==> config.mk <==
export PLATFORM = sky130hd
export DESIGN_NAME = aars_spi_reg_ctrl
export DESIGN_NICKNAME = d
export VERILOG_FILES = /design/src/rtl/aars_spi_pkg.sv /design/src/rtl/aars_spi_reg_ctrl.sv
export SDC_FILE = /design/constraint.sdc
export NUM_CORES = 1
export LEC_CHECK = 0
export ABC_AREA = 1
export CAP_MARGIN = 30
export CELL_PAD_IN_SITES_DETAIL_PLACEMENT = 1
export CELL_PAD_IN_SITES_GLOBAL_PLACEMENT = 1
export CORE_UTILIZATION = 28
export CTS_CLUSTER_SIZE = 12
export DETAILED_ROUTE_END_ITERATION = 10
export GPL_ROUTABILITY_DRIVEN = 0
export GPL_TIMING_DRIVEN = 0
export MAX_ROUTING_LAYER = met4
export PLACE_DENSITY = 0.75
export SYNTH_ARGS = -nofsm -noshare
export SYNTH_HDL_FRONTEND = slang
export SYNTH_SLANG_ARGS = --single-unit
==> constraint.sdc <==
create_clock -name clk -period 1.1 [get_ports clk]
set_input_delay 0.22 -clock clk [delete_from_list [all_inputs] [get_ports clk]]
set_output_delay 0.22 -clock clk [all_outputs]
set_load 0.1 [all_outputs]
==> src/rtl/aars_spi_pkg.sv <==
// Shared types and constants for the SPI register-access controller.
// Holds the FSM state encoding, the command read/write bit position and the default address width.
package aars_spi_pkg;

  localparam int AARS_ADDR_W_DEF = 7;
  localparam int CMD_RW_BIT      = 7;

  typedef enum logic [2:0] {
    IDLE   = 3'd0,
    CMD    = 3'd1,
    WDATA  = 3'd2,
    RFETCH = 3'd3,
    RLATCH = 3'd4,
    RWAIT  = 3'd5
  } state_e;

endpackage

==> src/rtl/aars_spi_reg_ctrl.sv <==
// SPI byte stream to register bus bridge: cmd byte, then write data or read-back; write strobe 1 cycle after rx, tx_load 3 cycles after read cmd.
// No backpressure: bytes arriving during a read fetch are dropped and flagged; AARS_SPI_AUTOINC_EN enables burst address auto-increment.
module aars_spi_reg_ctrl
  import aars_spi_pkg::*;
#(
  parameter int ADDR_W   = AARS_ADDR_W_DEF,
  parameter int RST_ADDR = 0
) (
  input  logic              clk,
  input  logic              rst_n,
  input  logic              cs_active,
  input  logic              rx_valid,
  input  logic [7:0]        rx_data,
  output logic [7:0]        tx_data,
  output logic              tx_load,
  output logic [ADDR_W-1:0] reg_addr,
  output logic              reg_wr_en,
  output logic [7:0]        reg_wr_data,
  output logic              reg_rd_en,
  input  logic [7:0]        reg_rd_data,
  output logic              busy,
  output logic              err_ovf
);

  localparam logic [ADDR_W-1:0] RST_A = ADDR_W'(RST_ADDR);
  localparam logic [ADDR_W-1:0] ONE_A = ADDR_W'(1);

  state_e            state_q, state_d;
  logic              cs_prev_q;
  logic              cs_rise;
  logic              rx_fire;
  logic [ADDR_W-1:0] addr_q, addr_d;
  logic [7:0]        tx_data_q, tx_data_d;
  logic              tx_load_q, tx_load_d;
  logic              wr_en_q, wr_en_d;
  logic [7:0]        wr_data_q, wr_data_d;
  logic              ovf_q, ovf_d;

  assign cs_rise = cs_active & ~cs_prev_q;
  // A byte is only acted on while the frame is still open.
  assign rx_fire = rx_valid & cs_active;

  always_ff @(posedge clk or negedge rst_n) begin
    if (!rst_n) begin
      state_q <= IDLE;
    end else begin
      state_q <= state_d;
    end
  end

  always_comb begin
    state_d = state_q;
    if (!cs_active) begin
      state_d = IDLE;
    end else begin
      case (state_q)
        IDLE:    if (cs_rise) state_d = CMD;
        CMD:     if (rx_valid) state_d = rx_data[CMD_RW_BIT] ? RFETCH : WDATA;
        WDATA:   state_d = WDATA;
        RFETCH:  state_d = RLATCH;
        RLATCH:  state_d = RWAIT;
        RWAIT:   if (rx_valid) state_d = RFETCH;
        default: state_d = IDLE;
      endcase
    end
  end

  always_comb begin
    busy      = (state_q != IDLE);
    reg_rd_en = (state_q == RFETCH);
  end

  always_comb begin
    addr_d    = addr_q;
    tx_data_d = tx_data_q;
    tx_load_d = 1'b0;
    wr_en_d   = 1'b0;
    wr_data_d = wr_data_q;
    ovf_d     = ovf_q;

`ifdef AARS_SPI_AUTOINC_EN
    // Step after the strobe has used the address, so each strobe sees a stable address.
    if (wr_en_q && (state_q == WDATA)) addr_d = addr_q + ONE_A;
    if ((state_q == RWAIT) && rx_fire) addr_d = addr_q + ONE_A;
`endif

    case (state_q)
      IDLE: begin
        if (cs_rise) begin
          addr_d = RST_A;
          ovf_d  = 1'b0;
        end
      end
      CMD: begin
        if (rx_fire) addr_d = ADDR_W'(rx_data);
      end
      WDATA: begin
        if (rx_fire) begin
          wr_en_d   = 1'b1;
          wr_data_d = rx_data;
        end
      end
      RFETCH: begin
        if (rx_fire) ovf_d = 1'b1;
      end
      RLATCH: begin
        if (rx_fire) ovf_d = 1'b1;
        if (cs_active) begin
          tx_data_d = reg_rd_data;
          tx_load_d = 1'b1;
        end
      end
      default: begin
      end
    endcase
  end

  // cs_prev_q resets high so a chip select already asserted at reset release is not taken as a frame start.
  always_ff @(posedge clk or negedge rst_n) begin
    if (!rst_n) begin
      cs_prev_q <= 1'b1;
      addr_q    <= RST_A;
      tx_data_q <= 8'h00;
      tx_load_q <= 1'b0;
      wr_en_q   <= 1'b0;
      wr_data_q <= 8'h00;
      ovf_q     <= 1'b0;
    end else begin
      cs_prev_q <= cs_active;
      addr_q    <= addr_d;
      tx_data_q <= tx_data_d;
      tx_load_q <= tx_load_d;
      wr_en_q   <= wr_en_d;
      wr_data_q <= wr_data_d;
      ovf_q     <= ovf_d;
    end
  end

  assign reg_addr    = addr_q;
  assign tx_data     = tx_data_q;
  assign tx_load     = tx_load_q;
  assign reg_wr_en   = wr_en_q;
  assign reg_wr_data = wr_data_q;
  assign err_ovf     = ovf_q;

endmodule

### Word-level counts from Yosys, hierarchy flattened

Index checks and enable logic that the tools add are counted.

| word-level totals | value |
|---|---|
| register bits after elaboration | 30 |
| input port bits | 20 |
| output and inout port bits | 28 |
| logic and storage cells | 48 |

| operators by class | value |
|---|---|
| eq/ne operators | 11 |
| muxes and demuxes | 16 |
| bitwise operators | 3 |
| reductions and logical operators | 10 |

Operators by type and width:

| cell | number |
|---|---|
| $pmux W3 S6 | 1 |
| $mux W7 | 2 |
| $pmux W7 S2 | 1 |
| $mux W3 | 4 |
| $ne A3 B3 Y1 const B | 3 |
| $reduce_and A3 Y1 | 3 |
| $mux W1 | 7 |
| $eq A3 B2 Y1 const B | 2 |
| $eq A3 B3 Y1 const B | 2 |
| $ne A2 B2 Y1 const B | 2 |
| $reduce_and A2 Y1 | 2 |
| $reduce_bool A2 Y1 | 2 |
| $eq A3 B1 Y1 const B | 1 |
| $logic_not A3 Y1 | 1 |
| $reduce_bool A3 Y1 | 1 |
| $and A1 B1 Y1 | 2 |
| $ne A2 B1 Y1 const B | 1 |
| $pmux W1 S2 | 1 |
| $reduce_or A2 Y1 | 1 |
| $not A1 Y1 | 1 |

### Longest topological paths before layout

Gate-level depths: netlist (run 1).

| logic depth | value |
|---|---|
| word-level depth | 5 |
| depth in mapped cells | 8 |
| depth with buffers taken out | 7 |

### Least setup slack after synthesis (run 1)

No wires, ideal clock.

| path | value |
|---|---|
| path type | register to output |
| from | register state_q[2] |
| to | output port reg_rd_en |
| arrival | 1.175 ns |
| required time | 0.880 ns |
| slack | -0.295 ns |
| cell stages (with the launch flop) | 4 |
| path buffers | 0 |
| cell sequence | dfrtp_1 > inv_2 > nand3_1 > inv_1 |

| between the ends | value |
|---|---|
| word-level cells in the longest chain between the ends | 1 |

RTL lines:

| what | line | text |
|---|---|---|
| start: declaration | aars_spi_reg_ctrl.sv:28 | `state_e state_q, state_d;` |
| start signal: assignment | aars_spi_reg_ctrl.sv:47 | `state_q <= state_d;` |
| $eq A3 B2 Y1 | aars_spi_reg_ctrl.sv:70 | `reg_rd_en = (state_q == RFETCH);` |
| end: declaration | aars_spi_reg_ctrl.sv:19 | `output logic reg_rd_en,` |

Every way passes these cells.

### Worst setup path in the final report (run 1)

| path | value |
|---|---|
| from | register state_q[1] |
| to | output port busy |

| between the ends | value |
|---|---|
| word-level cells in the longest chain between the ends | 1 |

RTL lines:

| what | line | text |
|---|---|---|
| $reduce_bool A3 Y1 | aars_spi_reg_ctrl.sv:69 | `busy = (state_q != IDLE);` |
| end: declaration | aars_spi_reg_ctrl.sv:21 | `output logic busy,` |

Every way passes these cells.

==> results_dict.tcl, run 1 <==
set metrics [dict create \
    synth_cells 154 \
    post-dp-hpwl_mm 2.47 \
    syn_nets 174 \
    crit_chain "nor3_4, bufinv_8, buf_12" \
    critPathTopFamily "flip-flops" \
    setup_viol_count_final 32 \
    final_common_cell "nand2_1" \
    nets 245 \
    drt-vias-per-instance 4.69 \
    die_width_um 69.9 \
    register_area_um2 788 \
    drt-pass1-iter-count 4 \
    yosysWarnings 0 \
    powerDensity_nw_per_um2 2820 \
    clock_latency_ns 0.27 \
    path_max_fanout 2 \
    violations "hold timing, setup timing" \
    drc 0 \
    std_cell_rows 24 \
    start_util 0.294 \
    antenna_found_initial 0 \
    area_growth_pct 87.3 \
    rsz0062_at_grt "true" \
    end_kind "output port" \
    peakVddDrop_mv 1.75 \
    grt_first_pass_wirelength_mm 6.86 \
    die_y_um 69.9 \
    yosysSeqAreaShare 0.583 \
    drv_slew 0 \
    cp-start-kind "register" \
    clk_pin_slew_ns 0.07 \
    holdWs_ns -0.0105 \
    fin_ws_ns -0.403 \
    via_count 1305 \
    die_area_um2 4880 \
    cts_tree "yes" \
    crit_buf_inv 2 \
    grt_max_degree 31 \
    cts_sinks 30 \
    required_ns 0.88 \
    leakage_uw 0.00117 \
    synth_area_per_cell_um2 8.38 \
    maxSlewHeadroom 0.537 \
    drive_gt1_frac 0.482 \
    fill_cells 491 \
    drt_first_iter_violations 42 \
    utilization 0.551 \
    pin_count 48 \
    ys_ff_latch 30 \
    layout_min_cycle_time_ns 1.50 \
    maxCapViolations 0 \
    cts_buffers 5 \
    diodes 0 \
    grt_overflow 0 \
    multi_input_area_um2 576 \
    grt.total_usage 0.189 \
    ant_nets 0 \
    critPathSlowestCell "dfrtp_2" \
    cts_root_buffer "clkbuf_8" \
    htree_levels 2 \
    finalHoldViolCount 20 \
    hp-class "in -> async" \
    path_class "reg -> out" \
    total_power_uw 6810 \
    yosysUniqueCellTypes 20 \
    core_area_um2 4380 \
    cts_buffer_depth 2 \
    post-route-period-util 1.37 \
    worst_pin_slew_ns 0.694 \
    drt-total-wl_mm 4.56 \
    fin_skew_ns 0.00709 \
    synth_area_um2 1290 \
    worstPathArrival_ns 1.28 \
    final_cell_mix "nand2_1 (57), dfrtp_2 (29), buf_12 (21)" \
    cpPeakStageDelay_ns 0.43 \
    port_buffers 47 \
    status "complete, but fails checks" \
    max_freq_mhz 665 \
    wl_per_cell_um 16.4 \
    first_global_vias 1403 \
]
-- synth_stat cells --
master,number,share of area
nand2_1,66,0.19
dfrtp_1,29,0.56
nor2_1,17,0.049
inv_1,14,0.041
o21ai_0,8,0.031
nand3_1,3,0.012
inv_2,2,0.0058
nand3_2,2,0.016
nor2_2,2,0.0097
a21oi_1,1,0.0039
buf_2,1,0.0039
buf_6,1,0.0087
clkbuf_2,1,0.0039
dfstp_2,1,0.020
nand2_2,1,0.0049
nand3b_1,1,0.0058
nand4_1,1,0.0049
nor2_8,1,0.016
nor3_1,1,0.0039
o21bai_1,1,0.0058
-- area by class of cell --
class                   instances  share of cell area
repair buffers                 61               0.331
flip-flops and latches         30               0.326
multi-input cells             108               0.238
inverters                      16              0.0352
clock buffers                   8              0.0331
well taps                      52              0.0269
plain buffers                   2             0.00673
repair inverters                1             0.00259
-- state kept, by name, summed over array words and instances (netlist names) --
name,cells
tx_data,8
reg_wr_en,1
err_ovf,1
reg_addr,7
cs_prev_q,1
reg_wr_data,8
tx_load,1
state_q,3
-- cells by family after synthesis --
logic type / after synthesis / share of synthesized area
AOI/OAI and AO/OA: 10 / 0.0407
buffers and inverters: 19 / 0.0630
DFF: 30 / 0.583
and+or+nand+nor: 95 / 0.313
-- worst reg2reg max path: cells and delay by family (launching register included) --
family	cells	cell delay [ns]
and+or+nand+nor	4	0.48
DFF	1	0.44
buffers and inverters	3	0.43
-- metal layers --
layer / GRT usage / part of all wire / wire, um / up-vias
li1: - / - / - / 619
met1: 0.230 / 0.41 / 1860 / 657
met2: 0.327 / 0.56 / 2540 / 25
met3: 0.0317 / 0.018 / 84 / 4
met4: 0.0467 / 0.014 / 65 / 0
met5: - / 0 / 0 / -
-- power by group --
group	internal, uW	switching (uW)	total, uW	leakage [uW]
registers	1460	311	1780	0.000352
clock network	449	396	845	0.0000395
logic	1380	2810	4190	0.000774
-- what timing repair did --
item	in CTS	in global routing
setup buffers	3	10
endpoints found under the setup margin	55	52
cloned	5	0
pin swaps	6	8
gates resized for setup	233	37
hold buffers	0	0
-- path summary, 6_finish.rpt --
check | startpoint | end | slack, ns | depth (start not counted)
worst max register to register | state_q[0]$_DFFE_PN0P_ | tx_data[0]$_DFFE_PN0P_ | -0.33 | 7
worst min-delay path | rst_n | tx_load$_DFF_PN0_ | -0.01 | 1
min in group clk | cs_active | cs_prev_q$_DFF_PN1_ | 0.35 | 1
worst max-delay path | state_q[1]$_DFFE_PN0P_ | busy | -0.40 | 3
worst min register to register | tx_data[1]$_DFFE_PN0P_ | tx_data[1]$_DFFE_PN0P_ | 0.50 | 2
max in group asynchronous | rst_n | reg_wr_data[6]$_DFFE_PN0P_ | 0.62 | 1
-- metrics by stage --
step	instances	TNS [ns]	instance area (um2)	setup slack [ns]
6_report	278	-7.27	2420	-0.403
5_1_grt	278	-9.80	2420	-0.421
4_1_cts	269	-4.01	2200	-0.435
3_5_place_dp	253	-29.99	1890	-0.974
3_3_place_gp	253	-56.71	1890	-0.947
2_1_floorplan	154	-0.163	1360	-0.120
Note: power is estimated with default switching activity, not from simulation.
==> run 2: changes to the inputs <==
CAP_MARGIN = 10   (was 30)
CELL_PAD_IN_SITES_DETAIL_PLACEMENT = unset   (was 1)
CELL_PAD_IN_SITES_GLOBAL_PLACEMENT = unset   (was 1)
CORE_MARGIN = 2   (was unset)
CORE_UTILIZATION = 39   (was 28)
==> results_dict.tcl, run 2 (same netlist as run 1, synthesis figures left out) <==
set metrics [dict create \
    area_growth_pct 90.4 \
    die_width_um 61.5 \
    cts_buffer_depth 2 \
    first_global_vias 1258 \
    post-dp-hpwl_mm 2.31 \
    via_count 1311 \
    drt-pass1-iter-count 4 \
    required_ns 0.88 \
    worst_pin_slew_ns 0.550 \
    layout_min_cycle_time_ns 1.58 \
    end_kind "output port" \
    fin_skew_ns 0.0148 \
    die_y_um 61.5 \
    fin_ws_ns -0.476 \
    cp-start-kind "register" \
    cts_buffers 5 \
    final_common_cell "nand2_1" \
    powerDensity_nw_per_um2 2740 \
    antenna_found_initial 0 \
    status "complete, but fails checks" \
    ant_nets 0 \
    post-route-period-util 1.43 \
    cpPeakStageDelay_ns 0.47 \
    grt.total_usage 0.222 \
    grt_first_pass_wirelength_mm 5.78 \
    path_max_fanout 2 \
    drt_first_iter_violations 88 \
    setup_tns_ns -8.04 \
    clk_pin_slew_ns 0.10 \
    drive_gt1_frac 0.491 \
    wl_per_cell_um 14.9 \
    drt-vias-per-instance 4.86 \
    hp-class "in -> async" \
    utilization 0.792 \
    cts_hold_buffers 0 \
    port_buffers 47 \
    path_class "reg -> out" \
    maxSlewHeadroom 0.632 \
    finalHoldViolCount 0 \
    crit_chain "nor3_4, bufinv_8, buf_12" \
    violations "setup timing" \
    drt-total-wl_mm 4.02 \
    cts_root_buffer "clkbuf_4" \
    setup_viol_count_final 57 \
    std_cell_rows 20 \
    pin_count 48 \
    final_cell_mix "nand2_1 (58), dfrtp_2 (29), buf_12 (25)" \
    drv_slew 0 \
    critPathSlowestCell "dfrtp_2" \
    worstPathArrival_ns 1.36 \
    leakage_uw 0.00118 \
    core_area_um2 3100 \
    die_area_um2 3780 \
    nets 245 \
    diodes 0 \
    peakVddDrop_mv 1.83 \
    grt_overflow 0 \
    htree_levels 2 \
    rsz0062_at_grt "true" \
    start_util 0.416 \
    cts_sinks 30 \
    max_freq_mhz 634 \
    cts_tree "yes" \
    holdWs_ns 0.234 \
    drc 0 \
    grt_max_degree 22 \
    clock_latency_ns 0.33 \
    maxCapViolations 0 \
]
[run 2: changes by cell type in the layout (fill, tap and decap cells not counted), moves of 3 or more]
cell      before  now
o21ai_1        0    4
clkbuf_4       0    6
clkbuf_8       5    1
o21ai_2        1    4
buf_12        21   25
buf_4         11    8
o21ai_0        7    0
buf_6         11    8
[run 2: per-layer routing]
metal | vias up | GRT usage | routed length, um
met1 | 623 | 0.252 | 1570
met2 | 55 | 0.370 | 2120
met5 | - | - | 0
met3 | 8 | 0.0714 | 267
li1 | 625 | - | -
met4 | 0 | 0.0699 | 61
[run 2: area by class of cell]
| class | count | area [um2] |
|---|---|---|
| Buffer | 2 | 18.8 |
| Clock buffer | 7 | 55.1 |
| Clock inverter | 1 | 5.00 |
| Fill cell | 210 | 647 |
| Inverter | 16 | 80.1 |
| Multi-Input combinational cell | 108 | 574 |
| Sequential cell | 30 | 788 |
| Tap cell | 44 | 55.1 |
| Timing Repair Buffer | 61 | 872 |
| Timing Repair inverter | 1 | 7.51 |
[run 2: report_power, final]
| part | internal, uW | total (uW) | switching [uW] |
|---|---|---|---|
| combinational | 1450 | 4230 | 2780 |
| sequential | 1460 | 1810 | 349 |
| clock | 309 | 679 | 369 |
| total | 3220 | 6720 | 3500 |
[run 2: worst paths after layout]
kind	from	to	slack, ns	cells after the start
max in group asynchronous	rst_n	tx_data[7]$_DFFE_PN0P_	0.34	2
worst max-delay path	state_q[1]$_DFFE_PN0P_	busy	-0.48	3
min in group clk	cs_active	cs_prev_q$_DFF_PN1_	0.32	1
worst max register to register	state_q[1]$_DFFE_PN0P_	reg_addr[0]$_DFFE_PN0P_	-0.29	8
worst min-delay path	rst_n	state_q[0]$_DFFE_PN0P_	0.23	1
worst min register to register	reg_wr_data[4]$_DFFE_PN0P_	reg_wr_data[4]$_DFFE_PN0P_	0.51	2
[run 2: timing repair]
item / 4_1_cts / 5_1_grt
buffers inserted: 9 / 4
setup endpoints to repair: 55 / 57
gates cloned: 5 / 0
pin swaps: 5 / 10
resized for setup: 238 / 48
[run 2: worst max-delay path, delay by kind of cell, from the launching register on]
| kind | cells | cell delay [ns] |
|---|---|---|
| simple gates | 1 | 0.19 |
| flops | 1 | 0.47 |
| buf+inv | 2 | 0.36 |
[run 2: through the flow]
stage	area (um2)	cells	worst slack (ns)	power [uW]
floorplan	1360	154	-0.120	4240
global placement	1880	245	-0.949	5020
detailed placement	1910	246	-0.968	5080
CTS	2260	268	-0.458	6260
global route	2460	270	-0.515	6970
finish	2460	270	-0.476	6720
